[src/rtl/pc_fetch_unit.sv]
// Program-counter fetch unit: next-PC select, imem valid/ready request, redirect
// buffering while stalled, and trapping of misaligned register-jump targets.
module pc_fetch_unit #(
  parameter logic [31:0] RESET_PC = 32'h0000_3000,
  parameter logic [31:0] EXC_VEC  = 32'h0000_4180,
  parameter int unsigned CNT_W    = 16
) (
  input  logic             clk,
  input  logic             rst_n,
  input  logic [1:0]       npc_op,
  input  logic             op_valid,
  input  logic [25:0]      imm,
  input  logic [31:0]      rs_val,
  input  logic             stall,
  input  logic             imem_ready,
  output logic [31:0]      pc,
  output logic             pc_valid,
  output logic             exc,
  output logic [31:0]      bad_addr,
  output logic [CNT_W-1:0] fetch_cnt
);

  localparam logic [1:0] NPC_PLUS4    = 2'b00;
  localparam logic [1:0] NPC_BRANCH   = 2'b01;
  localparam logic [1:0] NPC_JUMP_IMM = 2'b10;
  localparam logic [1:0] NPC_JUMP_REG = 2'b11;

  logic             pend;
  logic             pend_exc;
  logic [31:0]      pend_tgt;

  logic             pend_n;
  logic             pend_exc_n;
  logic [31:0]      pend_tgt_n;
  logic [31:0]      pc_n;
  logic             pc_valid_n;
  logic             exc_n;
  logic [31:0]      bad_addr_n;
  logic [CNT_W-1:0] fetch_cnt_n;

  logic [1:0]       sel_op;
  logic [31:0]      p4;
  logic [31:0]      raw_tgt;
  logic [31:0]      eff_tgt;
  logic             adv;
  logic             redirect;
  logic             trap;

  // Target computation for the instruction currently at pc
  always_comb begin
    sel_op   = op_valid ? npc_op : NPC_PLUS4;
    p4       = pc + 32'd4;
    raw_tgt  = p4;
    case (sel_op)
      NPC_BRANCH:   raw_tgt = p4 + {{14{imm[15]}}, imm[15:0], 2'b00};
      NPC_JUMP_IMM: raw_tgt = {p4[31:28], imm, 2'b00};
      NPC_JUMP_REG: raw_tgt = rs_val;
      default:      raw_tgt = p4;
    endcase
    redirect = (sel_op != NPC_PLUS4);
    trap     = (sel_op == NPC_JUMP_REG) && (rs_val[1:0] != 2'b00);
    eff_tgt  = trap ? EXC_VEC : raw_tgt;
    adv      = pc_valid && imem_ready && !stall;
  end

  // Next-state: a buffered redirect always wins over the current-cycle inputs
  always_comb begin
    pc_n        = pc;
    pc_valid_n  = 1'b1;
    exc_n       = 1'b0;
    bad_addr_n  = bad_addr;
    fetch_cnt_n = fetch_cnt;
    pend_n      = pend;
    pend_exc_n  = pend_exc;
    pend_tgt_n  = pend_tgt;
    if (adv) begin
      fetch_cnt_n = fetch_cnt + CNT_W'(1);
      if (pend) begin
        pc_n       = pend_tgt;
        exc_n      = pend_exc;
        pend_n     = 1'b0;
        pend_exc_n = 1'b0;
      end else begin
        pc_n = eff_tgt;
        if (trap) begin
          exc_n      = 1'b1;
          bad_addr_n = rs_val;
        end
      end
    end else if (!pend && redirect) begin
      pend_n     = 1'b1;
      pend_tgt_n = eff_tgt;
      pend_exc_n = trap;
      if (trap) begin
        bad_addr_n = rs_val;
      end
    end
  end

  always_ff @(posedge clk or negedge rst_n) begin
    if (!rst_n) begin
      pc        <= RESET_PC;
      pc_valid  <= 1'b0;
      exc       <= 1'b0;
      bad_addr  <= 32'd0;
      fetch_cnt <= '0;
      pend      <= 1'b0;
      pend_exc  <= 1'b0;
      pend_tgt  <= 32'd0;
    end else begin
      pc        <= pc_n;
      pc_valid  <= pc_valid_n;
      exc       <= exc_n;
      bad_addr  <= bad_addr_n;
      fetch_cnt <= fetch_cnt_n;
      pend      <= pend_n;
      pend_exc  <= pend_exc_n;
      pend_tgt  <= pend_tgt_n;
    end
  end

endmodule

[config.mk]
export PLATFORM = sky130hd
export DESIGN_NAME = pc_fetch_unit
export DESIGN_NICKNAME = d
export VERILOG_FILES = /design/src/rtl/pc_fetch_unit.sv
export SDC_FILE = /design/constraint.sdc
export NUM_CORES = 1
export LEC_CHECK = 0
export CORE_MARGIN = 2
export CORE_UTILIZATION = 48
export CTS_CLUSTER_DIAMETER = 30
export CTS_CLUSTER_SIZE = 20
export DETAILED_ROUTE_END_ITERATION = 10
export PLACE_DENSITY_LB_ADDON = 0.3
export SYNTH_ARGS = -nofsm -noshare
export SYNTH_HDL_FRONTEND = slang
export SYNTH_SLANG_ARGS = --single-unit
[constraint.sdc]
create_clock -name clk -period 3.4 [get_ports clk]
set_clock_uncertainty 0.05 [all_clocks]
set_input_delay 0.51 -clock clk [delete_from_list [all_inputs] [get_ports clk]]
set_output_delay 0.51 -clock clk [all_outputs]
set_load 0.1 [all_outputs]
# Word level (Yosys, flattened, before mapping)
# Cells that the tools add are included.
[word_totals]
elab_cells = 45
romBits = 0
inputBits = 65
latchBits = 0
ramBits = 0
out_inout_bits = 82
ff_bits = 116
mem_count = 0
[op_classes]
reduce_logical = 12
div_mod_pow = 0
n_bitwise = 1
mux = 16
order_cmp = 0
eq_ne = 5
n_addsub = 3
multipliers = 0
shift = 0
[op_table]
columns = ["op", "n"]
rows = [
  ["32-bit two-way mux", 6],
  ["32-bit case mux with 3 select lines", 1],
  ["32-bit by 3-bit adder with 32-bit output (second input constant)", 1],
  ["32-bit adder", 1],
  ["16-bit by 1-bit adder with 16-bit output (second input constant)", 1],
  ["1-bit two-way mux", 8],
  ["2-bit AND reduction", 3],
  ["2-bit nonzero test", 3],
  ["2-bit equality test (second input constant)", 2],
  ["1-bit logical AND", 4],
  ["2-bit inequality test (second input constant)", 2],
  ["2-bit by 1-bit equality test with 1-bit output (second input constant)", 1],
  ["1-bit logical NOT", 2],
  ["2-bit two-way mux", 1],
  ["1-bit inverter", 1],
]

# Longest topological paths before layout
# Gate-level depths: netlist (run 1).
[logic_depth]
ltp_word = 6
mapped_depth = 18
depth_no_buf = 17

# Worst setup path before layout (run 1)
# OpenSTA, ideal clock, no wires.
[synth_timing]
kind = "reg-to-reg"
start = "register pc[8]"
end = "register pc[29]"
path_slack_ns = -0.962
n_path_buf = 0
path_stages_with_launch = 16
setup_ns = 0.126
required_time_ns = 3.224
synth_period_minus_slack_ns = 4.362
t_arrival_ns = 4.186
path_cell_list = "dfrtp_1 > and4_1 > nand2_1 > nor2_1 > nand3_1 > xnor2_1 > ha_1 > a21o_1 > a21o_1 > a211o_1 > a221o_1 > a31o_1 > a311oi_2 > xnor2_1 > a21oi_2 > o21ai_1"
[synth_between]
elab_chain_cells = 5
[synth_lines]
columns = ["item", "line_no", "source"]
rows = [
  ["start, declared", "16", "output logic [31:0] pc,"],
  ["start signal, assigned", "111", "pc <= pc_n;"],
  ["32-bit by 3-bit adder with 32-bit output *", "52", "p4 = pc + 32'd4;"],
  ["32-bit adder", "55", "NPC_BRANCH: raw_tgt = p4 + {{14{imm[15]}}, imm[15:0], 2'b00};"],
  ["32-bit case mux with 3 select lines *", "54", "case (sel_op)"],
  ["32-bit two-way mux *", "62", "eff_tgt = trap ? EXC_VEC : raw_tgt;"],
  ["32-bit two-way mux *", "78", "if (pend) begin"],
]
# Every way passes the cells marked *; elsewhere a longest branch is shown, timed or not.
# A chain may end at the register's enable or synchronous reset.

# Final worst setup path (run 1)
[layout_timing]
start = "register pc[6]"
end = "register pc[31]"
# Same word-level chain as after synthesis.

==> results.ini, run 1 <==
[yosys]
syn_inst=906
yosysSeqAreaShare=0.373
synth_seq_cells=116
yosysTopAreaCellShare=0.366
synth.avg_cell_area_sq_um=8.60
synth_async_sr_flop_share=1.00
netlist_area_sq_um=7790
synth_nets=1008
synth_top_flop_cell=dfrtp_1
synth-edff-count=0
synth_warnings=0
yosys.area.top_type=dfrtp_1
synthTopCellsByArea=dfrtp_1 (37%), o21ai_0 (6.4%), nand2_1 (6.1%), ha_1 (5.8%), xnor2_1 (5.2%)
netlist-cell-type-count=67

[worst_setup_path]
cp-endpoint=pc[31]$_DFFE_PN0P_
rrSetupSlack_ns=-0.21
worst_ep_arrival_time_ns=3.88
reg2reg_from=pc[6]$_DFFE_PN0P_
worstRegToRegCells=18
worst-path-max-fanout=4
critPathCaptureType=register
setup.worst_path.start=pc[6]$_DFFE_PN0P_
crit_type=reg2reg
startpoint_type=register
cp.required_ns=3.67
rr_endpoint=pc[31]$_DFFE_PN0P_

[pwr]
total_power_uw=10000
p_leak_uw=0.00540
ir_worst_vdd_v=0.000511
p_per_area_nw_per_um2=835

[timing]
worstMarginPinSlew_ns=0.999
fin_crit_sh=1.06
setup_ws_ns=-0.210
hold_slack_ns=0.0185
post-route-min-period_ns=3.61
fmax_ghz=0.277
setup_viol=21
slew_headroom=0.332
hold_viol_final=0
report.final.slew_viol_count=0
rsz0062_at_grt=yes

[global_routing]
grt_overflow=0
grt_pass1_wl_um=45300
grt_start_max_net_pins=50
first_global_vias=8434
grt_util_all_layers=0.334
antenna_found_initial=0

[die]
die_h_um=131
start_util=0.490
die_width_um=131
dieArea_sq_um=17300
row_count=46
coreArea_sq_um=15900
io_pins=147

[finish]
final_core_util=0.758
area_growth_pct=54.5
final_common_cell=buf_4
final_nets=1311
fillers=1137
num_antenna_cells=0
most-common-layout-cells=buf_4 (208), nand2_1 (121), clkdlybuf4s50_1 (115)
drive_gt1_frac=0.328
layoutNonFillerInstCount=1438

[clocking]
clockBufferDepth=2
clk_latency_ns=0.44
path_clk_slew_ns=0.06
cts_hold_buf=0
numCtsBuffers=17
cts_tree=yes
cts-root-buf=clkbuf_16
cts.sinks=116
htree_levels=4

[place]
dp_hpwl_um=21400
portBuffers=146
place_worst_setup_slack_ns=-0.303
dp.cells=1376
gp_congestion=0.984

[route]
antenna_left=0
drc=0
wire_per_inst_um=20.8
via_per_inst=5.99
vias=8620
wirelength_um=29900
drtIter0Drc=796
drt_first_pass_iters=6

[status]
outcome=complete, but fails checks
violations=negative setup slack

[worst_hold_path]
hold_class=in2async

[job]
cap_violations=0

layer usage:
layer,share of wire,vias up,wire length (um),global-route usage
met5,0,-,0,0
met4,0.031,0,923,0.135
met3,0.091,90,2730,0.0706
met2,0.46,519,13800,0.539
met1,0.41,4142,12400,0.440
li1,-,3869,-,-
per-stage QoR:
stage | setup TNS, ns | cell area [sq um]
3_5_place_dp | -5.02 | 10600
3_3_place_gp | -3.63 | 10600
2_1_floorplan | -5.45 | 7910
5_1_grt | -5.47 | 12000
4_1_cts | -0.734 | 11700
6_report | -1.84 | 12000
synthesized netlist by cell type, types with 11 or more instances:
cell	number
nor2_1	56
a21o_1	16
o21ai_0	99
a21oi_1	66
and2_1	11
dfrtp_1	114
nand2_1	127
xor2_1	23
ha_1	36
inv_1	20
nand3_1	30
clkbuf_1	40
xnor2_1	46
and3_1	23
mux2_2	34
worst min-delay path by stage:
stage	to	cells past startpoint
2_1_floorplan	bad_addr[0]$_DFFE_PN0P_	0
3_3_place_gp	pend_tgt[1]$_DFFE_PN0P_	2
3_5_place_dp	pend_tgt[7]$_DFFE_PN0P_	2
4_1_cts	fetch_cnt[12]$_DFFE_PN0P_	1
5_1_grt	fetch_cnt[12]$_DFFE_PN0P_	1
6_report	fetch_cnt[12]$_DFFE_PN0P_	1
critical path, cell delays in order, from the launching register on:
cell and delay [ns]:
dfrtp_4 0.41, and3_4 0.23, buf_4 0.13, nand4_1 0.12, buf_6 0.17, buf_4 0.14
nor2_4 0.13, nand2_2 0.08, xnor2_2 0.27, ha_4 0.26, nand2_1 0.06, nand2_1 0.09
a221oi_4 0.28, inv_1 0.08, a41o_1 0.24, a221oi_2 0.27, xnor2_1 0.14, nor2_1 0.07
o31a_1 0.28
flip-flops by register name, indices dropped and copies added (netlist names):
signal     cells
pc_valid       1
exc            1
fetch_cnt     16
bad_addr      32
pend_tgt      32
pend           1
pc            32
pend_exc       1
timing repair:
action                                  in CTS  in global routing
resized for setup                           63                 55
pin swaps                                   40                 24
endpoints found under the setup margin      36                 40
setup buffers                               21                  9
final cells by class:
type / count / area, sq um / share of cell area
inverters: 20 / 75.1 / 0.00624
repair buffers: 334 / 2860 / 0.237
clock inverters: 15 / 180 / 0.0150
well taps: 216 / 270 / 0.0225
flip-flops and latches: 116 / 2960 / 0.246
clock buffers: 17 / 425 / 0.0354
multi-input cells: 720 / 5270 / 0.438
cells by family (layout without fill, tap and decap cells):
kind of cell | after synthesis | count (layout) | synth area share
adder cells (fa/ha/maj) | 37 | 37 | 0.0604
XOR/XNOR | 69 | 69 | 0.0776
flip-flops | 116 | 116 | 0.373
other | 1 | 1 | 0.000482
AO/OA/AOI/OAI | 278 | 278 | 0.221
buffers and inverters | 70 | 386 | 0.0350
AND/OR/NAND/NOR | 297 | 297 | 0.178
multiplexers | 38 | 38 | 0.0543
power by group:
| part | total [uW] | internal [uW] | leakage [uW] | switching, uW |
|---|---|---|---|---|
| Clock | 1890 | 1110 | 0.000296 | 783 |
| Sequential | 2100 | 1800 | 0.00143 | 299 |
| Combinational | 6050 | 2190 | 0.00367 | 3860 |
| Total | 10000 | 5110 | 0.00540 | 4940 |
Power figures use the tool's default switching activity.
==> inputs of run 2 (changes only) <==
- HOLD_SLACK_MARGIN: default -> 0.06
==> results.ini, run 2 (synthesized netlist as in run 1, its figures left out) <==
[status]
outcome=complete, but fails checks
violations=negative setup slack

[die]
start_util=0.490  ; unchanged
die_width_um=131  ; unchanged
io_pins=147  ; unchanged
dieArea_sq_um=17300  ; unchanged
coreArea_sq_um=15900  ; unchanged
die_h_um=131  ; unchanged
row_count=46  ; unchanged

[finish]
fillers=1136  ; -0.088%
final_area_sq_um=12000  ; about the same
final_nets=1312  ; +0.076%
layoutNonFillerInstCount=1439  ; +0.070%
area_growth_pct=54.7  ; about the same
most-common-layout-cells=buf_4 (208), nand2_1 (121), clkdlybuf4s50_1 (115)
drive_gt1_frac=0.328  ; about the same
final_common_cell=buf_4
num_antenna_cells=0  ; unchanged
reg_top3=bad_addr: 32 flops, pc: 32 flops, pend_tgt: 32 flops

[timing]
fin_crit_sh=1.06  ; about the same
setup_viol=20  ; -4.8%
slew_headroom=0.331  ; -0.000545
setup_ws_ns=-0.211  ; -0.00115 ns
hold_viol_final=0  ; unchanged
fmax_ghz=0.277  ; about the same
fin_setup_tns_ns=-1.79  ; +0.0489 ns
rsz0062_at_grt=yes
report.final.slew_viol_count=0  ; unchanged
post-route-min-period_ns=3.61  ; +0.00115 ns
worstMarginPinSlew_ns=1.00  ; +0.000816 ns

[route]
dr_wl_met3_um=2570  ; -6.0%
met2_length_um=13800  ; -0.35%
wire_per_inst_um=20.7  ; -0.32%
vias=8609  ; -0.13%
via_per_inst=5.98  ; -0.20%
met1_length_um=12500  ; +0.97%
drc=0  ; unchanged
wirelength_um=29800  ; -0.25%
drtIter0Drc=779  ; -2.1%
antenna_left=0  ; unchanged
routed.top_layer=met4
drt_first_pass_iters=6  ; unchanged

[clocking]
clk_latency_ns=0.44  ; about the same
numCtsBuffers=17  ; unchanged
cts_tree=yes
htree_levels=4  ; unchanged
cts-root-buf=clkbuf_16
cts.sinks=116  ; unchanged
path_clk_slew_ns=0.06  ; about the same
clockBufferDepth=2  ; unchanged

[pwr]
ir_worst_vdd_v=0.000510  ; -0.18%
seqPwrFrac=0.209  ; about the same
p_sw_frac=0.491  ; about the same
p_switching_uw=4930  ; about the same
p_clk_frac=0.188  ; about the same
p_int_uw=5110  ; about the same
p_leak_uw=0.00540  ; about the same
p_per_area_nw_per_um2=834  ; -0.13%
pwr-share-comb=0.602  ; about the same

[global_routing]
antenna_found_initial=0  ; unchanged
first_global_vias=8442  ; +0.095%
grt_start_max_net_pins=50  ; unchanged
grt_pass1_wl_um=45300  ; +0.11%
grt_util_all_layers=0.335  ; +0.000415
grt_overflow=0  ; unchanged

[worst_setup_path]
worst_ep_arrival_time_ns=3.89  ; about the same
crit_type=reg2reg
worst-path-max-fanout=4  ; unchanged
cp_cell_sequence=and3_4, buf_4, nand4_1, buf_6, buf_4, nor2_4, nand2_2, xnor2_2, ha_4, nand2_1, nand2_1, a221oi_4, inv_1, a41o_1, a221oi_2, xnor2_1, nor2_1, o31a_1
cp.required_ns=3.68  ; about the same
critPathCaptureType=register
startpoint_type=register
critPathMaxStageDelay_ns=0.41  ; about the same
crit_path_top_delay_cell=dfrtp_4

[place]
portBuffers=146  ; unchanged
placed_area_sq_um=10600  ; unchanged
gp_congestion=0.984  ; unchanged
dp_hpwl_um=21400  ; unchanged
place_worst_setup_slack_ns=-0.303  ; unchanged
dp.cells=1376  ; unchanged

[worst_hold_path]
hold_class=reg2reg

[job]
cap_violations=0  ; unchanged

[run 2: area by class of cell]
type | instances | area [sq um] | share of cell area
Multi-Input combinational cell | 720 | 5270 | 0.438
Sequential cell | 116 | 2960 | 0.245
Timing Repair Buffer | 335 | 2870 | 0.238
Clock buffer | 17 | 425 | 0.0353
Tap cell | 216 | 270 | 0.0224
Clock inverter | 15 | 180 | 0.0150
Inverter | 20 | 75.1 | 0.00623
[run 2: metrics by stage]
stage,power (uW),hold WS (ns),utilization
2_1_floorplan,5700,0.164,-
3_3_place_gp,7430,0.400,0.666
3_5_place_dp,7490,0.414,0.666
4_1_cts,9700,0.426,0.735
5_1_grt,10400,0.449,0.758
6_report,10000,0.425,0.758
[run 2: routing by layer]
layer / GRT usage / vias up
met3: 0.0706 / 95
li1: - / 3874
met4: 0.135 / 0
met2: 0.540 / 497
met1: 0.440 / 4143
met5: 0 / -
[run 2: worst paths after layout]
check                                           from                   endpoint  slack [ns]  depth (start not counted)
max                                pc[6]$_DFFE_PN0P_         pc[31]$_DFFE_PN0P_       -0.21                         18
min                        fetch_cnt[15]$_DFFE_PN0P_  fetch_cnt[15]$_DFFE_PN0P_        0.43                          1
max reg2reg                        pc[6]$_DFFE_PN0P_         pc[31]$_DFFE_PN0P_       -0.21                         18
min reg2reg                fetch_cnt[15]$_DFFE_PN0P_  fetch_cnt[15]$_DFFE_PN0P_        0.43                          1
max in group asynchronous                      rst_n          pc[4]$_DFFE_PN0P_        1.91                          3
min in group asynchronous                      rst_n  fetch_cnt[12]$_DFFE_PN0P_        0.56                          2
[run 2: critical path: cells and delay by family, from the launching register on]
family | cells | cell delay (ns)
compound gates | 4 | 1.08
simple gates | 7 | 0.77
buf+inv | 4 | 0.52
xor+xnor | 2 | 0.41
flops | 1 | 0.41
fa+ha+maj | 1 | 0.26
[run 2: repair_timing]
| action | CTS | global route |
|---|---|---|
| pin swaps | 40 | 24 |
| resized for setup | 63 | 55 |
| buffers inserted | 21 | 9 |
| endpoints found under the hold margin | 9 | 0 |
| hold buffers | 1 | 0 |
| endpoints found under the setup margin | 36 | 40 |
[run 2: power groups by stage]
| stage | registers (uW) | logic, uW | clock network (uW) |
|---|---|---|---|
| finish | 2100 | 6050 | 1890 |
| global route | 2140 | 6330 | 1980 |
| CTS | 2090 | 5710 | 1910 |
| detailed placement | 2110 | 5380 | 0 |
| global placement | 2080 | 5350 | 0 |
| floorplan | 3970 | 1730 | 0 |
==> inputs of run 3 (changes only) <==
- CORE_MARGIN: 2 -> default
- CTS_CLUSTER_SIZE: 20 -> 24
==> results.ini, run 3 (synthesized netlist as in run 1, its figures left out) <==
[global_routing]
antenna_found_initial=0  ; unchanged
grt_pass1_wl_um=43100  ; -5.0%
grt_util_all_layers=0.342  ; +0.00765
grt_overflow=0  ; unchanged
grt_start_max_net_pins=60  ; +20%
first_global_vias=8046  ; -4.7%

[die]
row_count=46  ; unchanged
die_h_um=129  ; -1.5%
coreArea_sq_um=15900  ; unchanged
io_pins=147  ; unchanged
start_util=0.490  ; unchanged
dieArea_sq_um=16700  ; -3.0%
die_width_um=129  ; -1.5%

[place]
place_worst_setup_slack_ns=-0.290  ; +0.0127 ns
dp_hpwl_um=20000  ; -6.4%
gp_congestion=1.02  ; +3.3%
dp.cells=1364  ; -0.87%
portBuffers=146  ; unchanged

[timing]
slew_headroom=0.332  ; +0.000590
hold_slack_ns=0.118  ; -0.307 ns
worstMarginPinSlew_ns=0.999  ; -0.000882 ns
setup_viol=21  ; +5.0%
fin_crit_sh=1.09  ; +0.0245
report.final.slew_viol_count=0  ; unchanged
hold_viol_final=0  ; unchanged
setup_ws_ns=-0.294  ; -0.0833 ns
fmax_ghz=0.271  ; -2.3%
post-route-min-period_ns=3.69  ; +0.0833 ns
rsz0062_at_grt=yes

[pwr]
p_per_area_nw_per_um2=828  ; -0.68%
p_leak_uw=0.00525  ; -2.7%
ir_worst_vdd_v=0.000702  ; +38%

[clocking]
cts-root-buf=clkbuf_16
cts_hold_buf=0  ; -1
clk_latency_ns=0.43  ; about the same
path_clk_slew_ns=0.06  ; about the same
cts_tree=yes
cts.sinks=116  ; unchanged
numCtsBuffers=17  ; unchanged
clockBufferDepth=2  ; unchanged
htree_levels=4  ; unchanged

[route]
via_per_inst=5.91  ; -1.2%
vias=8341  ; -3.1%
wirelength_um=28200  ; -5.3%
drt_first_pass_iters=5  ; -1
drtIter0Drc=790  ; +1.4%
drc=0  ; unchanged
antenna_left=0  ; unchanged
wire_per_inst_um=20.0  ; -3.5%

[finish]
most-common-layout-cells=buf_4 (180), nand2_1 (118), clkdlybuf4s50_1 (115)
layoutNonFillerInstCount=1411  ; -1.9%
drive_gt1_frac=0.315  ; -0.0124
reg_top3=bad_addr: 32 flops, pc: 32 flops, pend_tgt: 32 flops
final_common_cell=buf_4
area_growth_pct=50.8
num_antenna_cells=0  ; unchanged
final_nets=1284  ; -2.1%

[worst_setup_path]
worst_ep_arrival_time_ns=3.95  ; +0.06 ns
critPathCaptureType=register
crit_type=reg2reg
rrSetupSlack_ns=-0.29  ; -0.08 ns
cp.required_ns=3.66  ; -0.02 ns
startpoint_type=register
worst-path-max-fanout=4  ; unchanged

[worst_hold_path]
hold_class=in2async

[job]
cap_violations=0  ; unchanged

[status]
outcome=complete, but fails checks
violations=negative setup slack

==> run 3: cell count changes in the layout (fill, tap and decap cells not counted), sizes merged <==
cell,change
buf,-27
clkinvlp,+1
clkinv,-1
inv,+1
dlygate4sd3,-1
bufinv,-1
==> run 3: layout make-up <==
| cell class | instances | area, sq um |
|---|---|---|
| Sequential cell | 116 | 2960 |
| Inverter | 20 | 75.1 |
| Fill cell | 1191 | 4140 |
| Tap cell | 216 | 270 |
| Multi-Input combinational cell | 720 | 5200 |
| Clock inverter | 15 | 160 |
| Timing Repair Buffer | 307 | 2660 |
| Clock buffer | 17 | 425 |
==> run 3: power by group <==
group | switching, uW | internal [uW]
Clock | 765 | 1040
Sequential | 304 | 1800
Combinational | 3770 | 2040
Total | 4840 | 4880
==> run 3: what timing repair did <==
action / in CTS / in global routing
setup buffers: 8 / 7
endpoints found under the setup margin: 30 / 41
pin swaps: 31 / 44
resized for setup: 44 / 69
==> run 3: per-layer routing <==
layer | vias up | wire, um | GRT usage | share of wire
met2 | 495 | 13000 | 0.532 | 0.46
met1 | 3940 | 11500 | 0.454 | 0.41
met3 | 87 | 2670 | 0.0801 | 0.095
li1 | 3819 | - | - | -
met4 | 0 | 1070 | 0.153 | 0.038
met5 | - | 0 | 0 | 0
==> run 3: final timing paths <==
check / cells past startpoint / end / startpoint
worst max-delay path: 17 / pc[23]$_DFFE_PN0P_ / pc[6]$_DFFE_PN0P_
worst min-delay path: 1 / fetch_cnt[11]$_DFFE_PN0P_ / rst_n
worst max register to register: 17 / pc[23]$_DFFE_PN0P_ / pc[6]$_DFFE_PN0P_
worst min register to register: 2 / pend_tgt[30]$_DFFE_PN0P_ / pend_tgt[30]$_DFFE_PN0P_
max in group asynchronous: 2 / pc[12]$_DFFE_PN1P_ / rst_n
min in group clk: 2 / pend_tgt[30]$_DFFE_PN0P_ / pend_tgt[30]$_DFFE_PN0P_
==> run 3: worst max-delay path, stage by stage, from the launching register on <==
cell and delay, ns:
dfrtp_4 0.40, and3_4 0.23, nand3_4 0.11, nor2_4 0.22, nand2_2 0.10, xnor2_2 0.23, ha_1 0.30, and2_4 0.17
a21o_1 0.18, a31oi_1 0.19, nand3b_1 0.21, buf_4 0.20, buf_6 0.12, a31oi_4 0.17, xor2_2 0.28, o221ai_2 0.17
o2111ai_1 0.13, nand3_1 0.10
==> run 3: metrics by stage <==
step                 util  instance area [sq um]  setup TNS [ns]  power (uW)
finish              0.739                  11700           -2.45        9720
global route        0.739                  11700           -6.35       10100
CTS                 0.718                  11400          -0.794        9410
detailed placement  0.660                  10500           -3.80        7390
global placement    0.660                  10500           -2.63        7340
floorplan               -                   7910           -5.45        5700
